==> src/rtl/net_udp_rx_unpack.sv <==
// ---------------------------------------------------------------------------
// net_udp_rx_unpack
//
// Receive-side payload unpacker that follows the UDP receive ports, running
// in the gmii_rx_clk domain. It collects 32-bit words MSB-first into a
// WORDS*32 buffer. On rec_pkt_done it checks the packet length and either
// accepts or rejects the packet. An accepted packet sends the top
// PAYLOAD_BITS of the buffer to o_payload together with a one-cycle
// payload_valid strobe. A rejected packet raises a one-cycle len_err strobe.
//
// Ports:
//   gmii_rx_clk    in   1              clock
//   rst            in   1              synchronous active-high reset
//   rec_en         in   1              rec_data holds a valid word
//   rec_data       in   32             received word, first byte in [31:24]
//   rec_pkt_done   in   1              one-cycle end-of-packet pulse
//   rec_byte_num   in   16             payload byte count (valid with done)
//   o_payload      out  PAYLOAD_BITS   last accepted payload
//   payload_valid  out  1              one-cycle strobe: o_payload updated
//   len_err        out  1              one-cycle strobe: packet rejected
//   good_cnt       out  16             saturating accepted-packet count
//   err_cnt        out  16             saturating rejected-packet count
//
// Build option:
//   UDP_RX_PAD_CHECK_EN  When defined, an accepted packet must also have
//                        all-zero padding bits below the payload. Packets
//                        with nonzero padding are rejected.
//
// State table:
//   state   | meaning
//   IDLE    | no words held
//   RECV    | 1..WORDS words held
//   DROP    | more than WORDS words seen, waiting for rec_pkt_done
// ---------------------------------------------------------------------------
module net_udp_rx_unpack #(
  parameter int PAYLOAD_BITS      = 88,
  parameter int UDP_PAYLOAD_BYTES = (PAYLOAD_BITS + 7) / 8
) (
  input  logic                    gmii_rx_clk,
  input  logic                    rst,
  input  logic                    rec_en,
  input  logic [31:0]             rec_data,
  input  logic                    rec_pkt_done,
  input  logic [15:0]             rec_byte_num,
  output logic [PAYLOAD_BITS-1:0] o_payload,
  output logic                    payload_valid,
  output logic                    len_err,
  output logic [15:0]             good_cnt,
  output logic [15:0]             err_cnt
);

  localparam int WORDS       = (UDP_PAYLOAD_BYTES + 3) / 4;
  localparam int PADDED_BITS = WORDS * 32;
  localparam int PAD_BITS    = PADDED_BITS - PAYLOAD_BITS;
  localparam int WCW         = $clog2(WORDS + 1);

  localparam logic [WCW-1:0] WORDS_C = WCW'(WORDS);
  localparam logic [15:0]    BYTES_C = 16'(UDP_PAYLOAD_BYTES);

  typedef enum logic [1:0] {
    S_IDLE = 2'd0,
    S_RECV = 2'd1,
    S_DROP = 2'd2
  } state_t;

  state_t                  state_q, state_d;
  logic [WCW-1:0]          word_cnt_q, word_cnt_d;
  logic [PADDED_BITS-1:0]  buf_q, buf_d;
  logic [PAYLOAD_BITS-1:0] o_payload_q, o_payload_d;
  logic                    payload_valid_q, payload_valid_d;
  logic                    len_err_q, len_err_d;
  logic [15:0]             good_cnt_q, good_cnt_d;
  logic [15:0]             err_cnt_q, err_cnt_d;

  // Buffer, count and drop flag after this cycle's word (if any) is applied.
  // The close decision uses these so a word arriving with rec_pkt_done counts.
  logic [PADDED_BITS-1:0]  buf_upd;
  logic [WCW-1:0]          cnt_upd;
  logic                    drop_upd;
  logic                    pad_ok;
  logic                    accept;
  logic                    reject;

  // -------------------------------------------------------------------------
  // Word capture
  // -------------------------------------------------------------------------
  always_comb begin
    buf_upd  = buf_q;
    cnt_upd  = word_cnt_q;
    drop_upd = (state_q == S_DROP);
    if (rec_en) begin
      if (word_cnt_q < WORDS_C) begin
        // Constant slice per word slot keeps the write mux explicit.
        for (int w = 0; w < WORDS; w++) begin
          if (word_cnt_q == WCW'(w)) begin
            buf_upd[PADDED_BITS-1-32*w -: 32] = rec_data;
          end
        end
        cnt_upd = word_cnt_q + WCW'(1);
      end else begin
        // Buffer is already full, so this word cannot fit anywhere.
        drop_upd = 1'b1;
      end
    end
  end

`ifdef UDP_RX_PAD_CHECK_EN
  generate
    if (PAD_BITS > 0) begin : g_pad_check
      assign pad_ok = (buf_upd[PAD_BITS-1:0] == '0);
    end else begin : g_no_pad
      assign pad_ok = 1'b1;
    end
  endgenerate
`else
  assign pad_ok = 1'b1;
`endif

  assign accept = rec_pkt_done
                & (rec_byte_num == BYTES_C)
                & (cnt_upd == WORDS_C)
                & ~drop_upd
                & pad_ok;
  assign reject = rec_pkt_done & ~accept;

  // -------------------------------------------------------------------------
  // State register
  // -------------------------------------------------------------------------
  always_ff @(posedge gmii_rx_clk) begin
    if (rst) begin
      state_q         <= S_IDLE;
      word_cnt_q      <= '0;
      buf_q           <= '0;
      o_payload_q     <= '0;
      payload_valid_q <= 1'b0;
      len_err_q       <= 1'b0;
      good_cnt_q      <= '0;
      err_cnt_q       <= '0;
    end else begin
      state_q         <= state_d;
      word_cnt_q      <= word_cnt_d;
      buf_q           <= buf_d;
      o_payload_q     <= o_payload_d;
      payload_valid_q <= payload_valid_d;
      len_err_q       <= len_err_d;
      good_cnt_q      <= good_cnt_d;
      err_cnt_q       <= err_cnt_d;
    end
  end

  // -------------------------------------------------------------------------
  // Next state
  // -------------------------------------------------------------------------
  always_comb begin
    state_d    = state_q;
    word_cnt_d = cnt_upd;
    buf_d      = buf_upd;
    if (rec_pkt_done) begin
      // Either outcome returns to empty, which makes the next cycle free
      // to start a new packet.
      state_d    = S_IDLE;
      word_cnt_d = '0;
      buf_d      = '0;
    end else begin
      case (state_q)
        S_IDLE: begin
          if (drop_upd) begin
            state_d = S_DROP;
          end else if (cnt_upd != '0) begin
            state_d = S_RECV;
          end
        end
        S_RECV: begin
          if (drop_upd) begin
            state_d = S_DROP;
          end
        end
        S_DROP: begin
          state_d = S_DROP;
        end
        default: begin
          state_d = S_IDLE;
        end
      endcase
    end
  end

  // -------------------------------------------------------------------------
  // Outputs
  // -------------------------------------------------------------------------
  always_comb begin
    o_payload_d     = o_payload_q;
    payload_valid_d = 1'b0;
    len_err_d       = 1'b0;
    good_cnt_d      = good_cnt_q;
    err_cnt_d       = err_cnt_q;
    if (accept) begin
      o_payload_d     = buf_upd[PADDED_BITS-1 -: PAYLOAD_BITS];
      payload_valid_d = 1'b1;
      if (good_cnt_q != 16'hFFFF) begin
        good_cnt_d = good_cnt_q + 16'd1;
      end
    end
    if (reject) begin
      len_err_d = 1'b1;
      if (err_cnt_q != 16'hFFFF) begin
        err_cnt_d = err_cnt_q + 16'd1;
      end
    end
  end

  assign o_payload     = o_payload_q;
  assign payload_valid = payload_valid_q;
  assign len_err       = len_err_q;
  assign good_cnt      = good_cnt_q;
  assign err_cnt       = err_cnt_q;

endmodule

==> config.mk <==
export PLATFORM = sky130hd
export DESIGN_NAME = net_udp_rx_unpack
export DESIGN_NICKNAME = d
export VERILOG_FILES = /design/src/rtl/net_udp_rx_unpack.sv
export SDC_FILE = /design/constraint.sdc
export NUM_CORES = 1
export LEC_CHECK = 0
export ABC_AREA = 1
export CAP_MARGIN = 20
export CORE_ASPECT_RATIO = 0.5
export CORE_MARGIN = 2
export CORE_UTILIZATION = 40
export CTS_CLUSTER_SIZE = 40
export DETAILED_ROUTE_END_ITERATION = 6
export GPL_TIMING_DRIVEN = 0
export SETUP_SLACK_MARGIN = 0.02
export SYNTH_ARGS = -nofsm -noshare
export SYNTH_HDL_FRONTEND = slang
export SYNTH_SLANG_ARGS = --single-unit
==> constraint.sdc <==
create_clock -name gmii_rx_clk -period 2.3 [get_ports gmii_rx_clk]
set_clock_uncertainty 0.05 [all_clocks]
set_input_delay 0.46 -clock gmii_rx_clk [delete_from_list [all_inputs] [get_ports gmii_rx_clk]]
set_output_delay 0.46 -clock gmii_rx_clk [all_outputs]
set_load 0.01 [all_outputs]
==> results.cfg, run 1 <==
[run_status]
status = complete, no violations

[logic_synthesis]
synth_nets = 1050
synth.avg_cell_area_um2 = 8.65
synthMuxAreaShare = 0.0886
syn_inst = 992
ys_warn_count = 0
synthesis.area_mm2 = 0.00858
synth-seq-cells = 214
synth_cell_types = 29
synth-edff-count = 0
async_flop_share = 0
synth-adder-area-share = 0.00875
synth_flop_cell = dfxtp_1
ys_seq_area_frac = 0.499
synth-simple-area-share = 0.211
synth_compound_area_frac = 0.122
synth_xor_area_frac = 0.00306
synth_top_family_by_area = simple AND/OR/NAND/NOR gates

[detailed_routing]
drcViolationCount = 0
wl_met1_um = 11500
wl_met2_um = 10300
drt_wl_total_um = 23000
avgRoutedWirePerCell_um = 15.6
dr.pass1.iters = 4
vias = 7280
drtIter0Drc = 381
avgViaCountPerCell = 4.94
antenna_left = 0
wl_met3_um = 952
top_layer_used = met4

[power_and_ir_drop]
power_mw = 7.70
peakVddDrop_v = 0.000360
power_density_mw_per_mm2 = 679
p_leak_nw = 5.29

[critical_path]
crit_path_start_kind = input pin
worstPathRequired_ps = 2700
path_max_fanout = 10
cp-end-kind = register
ff2ff_path_depth = 9
crit_arrival_ps = 2470
worstSetupPathType = in -> reg

[cells_and_area]
layout-drive-gt1-share = 0.0592
mostFrequentLayoutCell = dfxtp_1
stdcell_count = 1473
area_delta_synth_final_pct = 32.2
antenna_cells = 0
layout_common_cells = dfxtp_1 (214), nand2_1 (182), clkdlybuf4s50_1 (172), nor2_1 (171), o211a_1 (84)
final_nets = 1244
fin_util = 0.546

[timing]
rsz0062_at_grt = false
drv_slew = 0
tightest_slew_ps = 637
hold_violations = 0
period_needed_ps = 2060
final.setup.tns_ps = 0
fmax_mhz = 484
relSlewSlack = 0.575
finalHoldWorstSlack_ps = 427
setup_viol = 0
fin_crit_sh = 0.898

[floorplanning]
die_w_um = 211
die_h_um = 108
ios = 174
die_area_mm2 = 0.0227
core_region_area_mm2 = 0.0208
rows = 37
start_util = 0.413

[clocking]
cts_max_path_buffers = 3
cts_hold_buffers = 0
post_cts_buffers = 0
clk_latency_ps = 500
clk_pin_slew_ps = 70
cts_buffers = 20
h-tree-depth = 1
cts.repair.resized = 0
cts.sinks = 214
cts_tree = yes
ctsRootBufferMaster = clkbuf_16

[global_route]
gr-total-overflow = 0
grt_pass1_wl_um = 36500
antenna_found_initial = 0
grt.total_usage = 0.203
grt_pass1_vias = 6942
grt_max_degree = 16

[place]
io_buffers = 172
gp_congestion = 0.838
place_inst = 1437
dp_hpwl_um = 17000

[run]
maxCapViolCount = 0

[worst_hold_path]
whs_path_depth = 2
holdCritPathClass = reg -> reg
[state kept, by name, indices dropped and copies added, names as in the netlist]
name,cells
o_payload,88
state_q,2
word_cnt_q,2
good_cnt,16
len_err,1
payload_valid,1
err_cnt,16
buf_q,88
[synth_stat cells, types with 2 or more instances]
cell type | instances | share of area
dfxtp_1 | 214 | 0.50
nand2_1 | 182 | 0.080
nor2_1 | 171 | 0.075
o211a_1 | 84 | 0.098
mux2i_1 | 76 | 0.089
inv_1 | 66 | 0.029
nand3_1 | 39 | 0.023
nand4_1 | 31 | 0.023
a21oi_1 | 29 | 0.017
clkbuf_1 | 29 | 0.013
buf_2 | 19 | 0.011
buf_4 | 11 | 0.0096
ha_1 | 6 | 0.0087
nor3_1 | 6 | 0.0035
o21ai_0 | 5 | 0.0029
buf_6 | 3 | 0.0039
inv_2 | 3 | 0.0013
xor2_1 | 3 | 0.0031
a31oi_1 | 2 | 0.0015
and2_0 | 2 | 0.0015
nand3_2 | 2 | 0.0023
nand3b_1 | 2 | 0.0017
[per-layer routing]
metal	up-vias	GRT usage
met2	122	0.331
li1	3674	-
met4	0	0.0367
met3	27	0.0341
met5	-	0
met1	3457	0.285
[final timing paths]
check	from	to	slack [ps]
setup reg to reg	good_cnt[1]$_SDFFE_PP0P_	good_cnt[3]$_SDFFE_PP0P_	270
setup / recovery	rec_en	o_payload[76]$_SDFFE_PP0P_	240
hold reg to reg	buf_q[62]$_SDFF_PP0_	buf_q[62]$_SDFF_PP0_	430
hold / removal	buf_q[62]$_SDFF_PP0_	buf_q[62]$_SDFF_PP0_	430
[through the flow]
stage | setup slack [ps] | instance area (um2)
6_report | 236 | 11300
5_1_grt | 42.3 | 11300
4_1_cts | 222 | 11300
3_5_place_dp | -285 | 10600
3_3_place_gp | -272 | 10600
2_1_floorplan | 585 | 8580
[cells by family after synthesis]
logic type,count (synthesis)
DFF,214
and+or+nand+nor,438
buffers and inverters,132
muxes,76
xor gates and xnor gates,3
AOI/OAI and AO/OA,123
adders and majority gates,6
[power by group]
| part | internal (mW) | switching, mW | leakage [nW] |
|---|---|---|---|
| clock network | 2.09 | 1.46 | 0.336 |
| logic | 0.169 | 0.233 | 3.23 |
| registers | 3.74 | 0.0144 | 1.73 |
| total | 5.99 | 1.71 | 5.29 |
[worst max-delay path, cell delays in order]
cell and delay [ps]:
clkdlybuf4s50_1 570, nand2_1 80, nand2_1 150, inv_1 60, nor2_1 90, nand3_1 130
nor2_2 220, buf_4 250, buf_2 280, o211a_1 170
[cell type report]
type	count	area, um2
buffer	63	324
clock buffer	30	578
clock inverter	6	119
fill	1932	9440
inverter	69	259
multi-input combinational	646	3720
sequential	214	4280
tap	273	342
timing repair buffer	172	1720
Power figures use the tool's default switching activity.
==> run 2: changes to the inputs <==
--- a/config.mk
+++ b/config.mk
@@ -13,6 +13,7 @@
 export CTS_CLUSTER_SIZE = 40
 export DETAILED_ROUTE_END_ITERATION = 6
 export GPL_TIMING_DRIVEN = 0
+export PLACE_DENSITY = 0.75
 export SETUP_SLACK_MARGIN = 0.02
 export SYNTH_ARGS = -nofsm -noshare
 export SYNTH_HDL_FRONTEND = slang
==> results.cfg, run 2 (synthesized netlist as in run 1, its figures left out) <==
[detailed_routing]
avgViaCountPerCell = 5.11
drt_wl_total_um = 23600
drcViolationCount = 0
drtIter0Drc = 478
avgRoutedWirePerCell_um = 16.0
vias = 7525
antenna_left = 0
dr.pass1.iters = 6

[power_and_ir_drop]
peakVddDrop_v = 0.000424
power_density_mw_per_mm2 = 674
power_mw = 7.64
p_leak_nw = 5.28

[timing]
drv_slew = 0
tightest_slew_ps = 709
fmax_mhz = 471
relSlewSlack = 0.528
period_needed_ps = 2120
setup_ws_ps = 175
rsz0062_at_grt = false
setup_viol = 0
fin_crit_sh = 0.924
hold_violations = 0
finalHoldWorstSlack_ps = 429

[cells_and_area]
final_nets = 1244
layout_common_cells = dfxtp_1 (214), nand2_1 (182), clkdlybuf4s50_1 (172), nor2_1 (171), o211a_1 (84)
fin_util = 0.546
mostFrequentLayoutCell = dfxtp_1
area_delta_synth_final_pct = 32.1
antenna_cells = 0
layout-drive-gt1-share = 0.0601

[clocking]
cts_tree = yes
cts_buffers = 20
clk_latency_ps = 500
post_cts_buffers = 0
cts.sinks = 214
clk_pin_slew_ps = 70
ctsRootBufferMaster = clkbuf_16
h-tree-depth = 1
cts_max_path_buffers = 3

[place]
io_buffers = 172
dp_hpwl_um = 17500
pre_cts_slack_ps = -348
gp_congestion = 0.874

[floorplanning]
die_area_mm2 = 0.0227
die_h_um = 108
start_util = 0.413
ios = 174
core_region_area_mm2 = 0.0208
die_w_um = 211
rows = 37

[critical_path]
path_max_fanout = 10
worstPathRequired_ps = 2700
path_delay_family = buffers and inverters
worst_path_largest_cell_delay_ps = 570
worst_path_max_delay_cell = clkdlybuf4s50_1
crit_arrival_ps = 2530
path_cells = clkdlybuf4s50_1 > nand2_1 > nand2_1 > inv_1 > nor2_1 > nand3_1 > nor2_4 > buf_4 > buf_2 > o211a_1
crit_path_start_kind = input pin
worstSetupPathType = in -> reg
critPathBufInv = 4
crit_top_cell = nand2_1
cp-end-kind = register

[worst_hold_path]
holdCritPathClass = reg -> reg

[global_route]
gr-total-overflow = 0
grt_max_degree = 17
grt_pass1_wl_um = 36800
antenna_found_initial = 0
grt.total_usage = 0.202
grt_pass1_vias = 7305

[run_status]
status = complete, no violations

[run]
maxCapViolCount = 0
## run 2: cell types whose count changed in the layout (fill, tap and decap cells not counted), sizes merged
cell	previous run	this run
clkbuf	59	56
clkinvlp	1	3
clkinv	2	3
buf	34	33
## run 2: what timing repair did
action	4_1_cts	5_1_grt
gates resized for setup	0	2
endpoints found under the setup margin	0	11
hold buffers	0	0
## run 2: area by class of cell
type | count | area (um2)
buffer | 63 | 327
clock buffer | 26 | 543
clock inverter | 9 | 143
fill | 1836 | 9450
inverter | 69 | 259
multi-input combinational | 646 | 3720
sequential | 214 | 4280
tap | 273 | 342
timing repair buffer | 172 | 1720
## run 2: power by group
group          internal (mW)  switching [mW]  leakage [nW]
combinational          0.169           0.236          3.23
clock                   2.02            1.47         0.323
sequential              3.74          0.0147          1.73
total                   5.92            1.72          5.28
## run 2: path summary, 6_finish.rpt
check	slack, ps	cells after the start	startpoint	end
worst max register to register	310	7	err_cnt[0]$_SDFFE_PP0P_	err_cnt[4]$_SDFFE_PP0P_
worst min-delay path	430	2	buf_q[27]$_SDFF_PP0_	buf_q[27]$_SDFF_PP0_
worst min register to register	430	2	buf_q[27]$_SDFF_PP0_	buf_q[27]$_SDFF_PP0_
worst max-delay path	180	10	rec_en	o_payload[75]$_SDFFE_PP0P_
## run 2: tightest hold or removal path, stage by stage (launching register included)
cell     delay [ps]
dfxtp_1         310
a21oi_1          70
nor2_1           70
## run 2: layer usage
| layer | track usage | vias up | routed length (um) |
|---|---|---|---|
| met4 | 0.0473 | 0 | 386 |
| met3 | 0.0350 | 28 | 1160 |
| met2 | 0.365 | 185 | 11600 |
| li1 | - | 3687 | - |
| met1 | 0.253 | 3625 | 10400 |
| met5 | 0 | - | 0 |
## run 2: through the flow
stage / area, um2 / cells / setup TNS, ps
after floorplan: 8580 / 992 / 0
after global placement: 10600 / 1437 / -37170
after detailed placement: 10600 / 1437 / -46520
final: 11300 / 1472 / 0
after CTS: 11300 / 1472 / 0
after global routing: 11300 / 1472 / 0
==> run 3: changes to the inputs <==
--- a/config.mk
+++ b/config.mk
@@ -6,6 +6,7 @@
 export NUM_CORES = 1
 export LEC_CHECK = 0
 export ABC_AREA = 1
+export ABC_CLOCK_PERIOD_IN_PS = 2300
 export CAP_MARGIN = 20
 export CORE_ASPECT_RATIO = 0.5
 export CORE_MARGIN = 2
==> results of run 3 <==
Same layout as run 2: the final DEF is identical, and so are final timing and power.
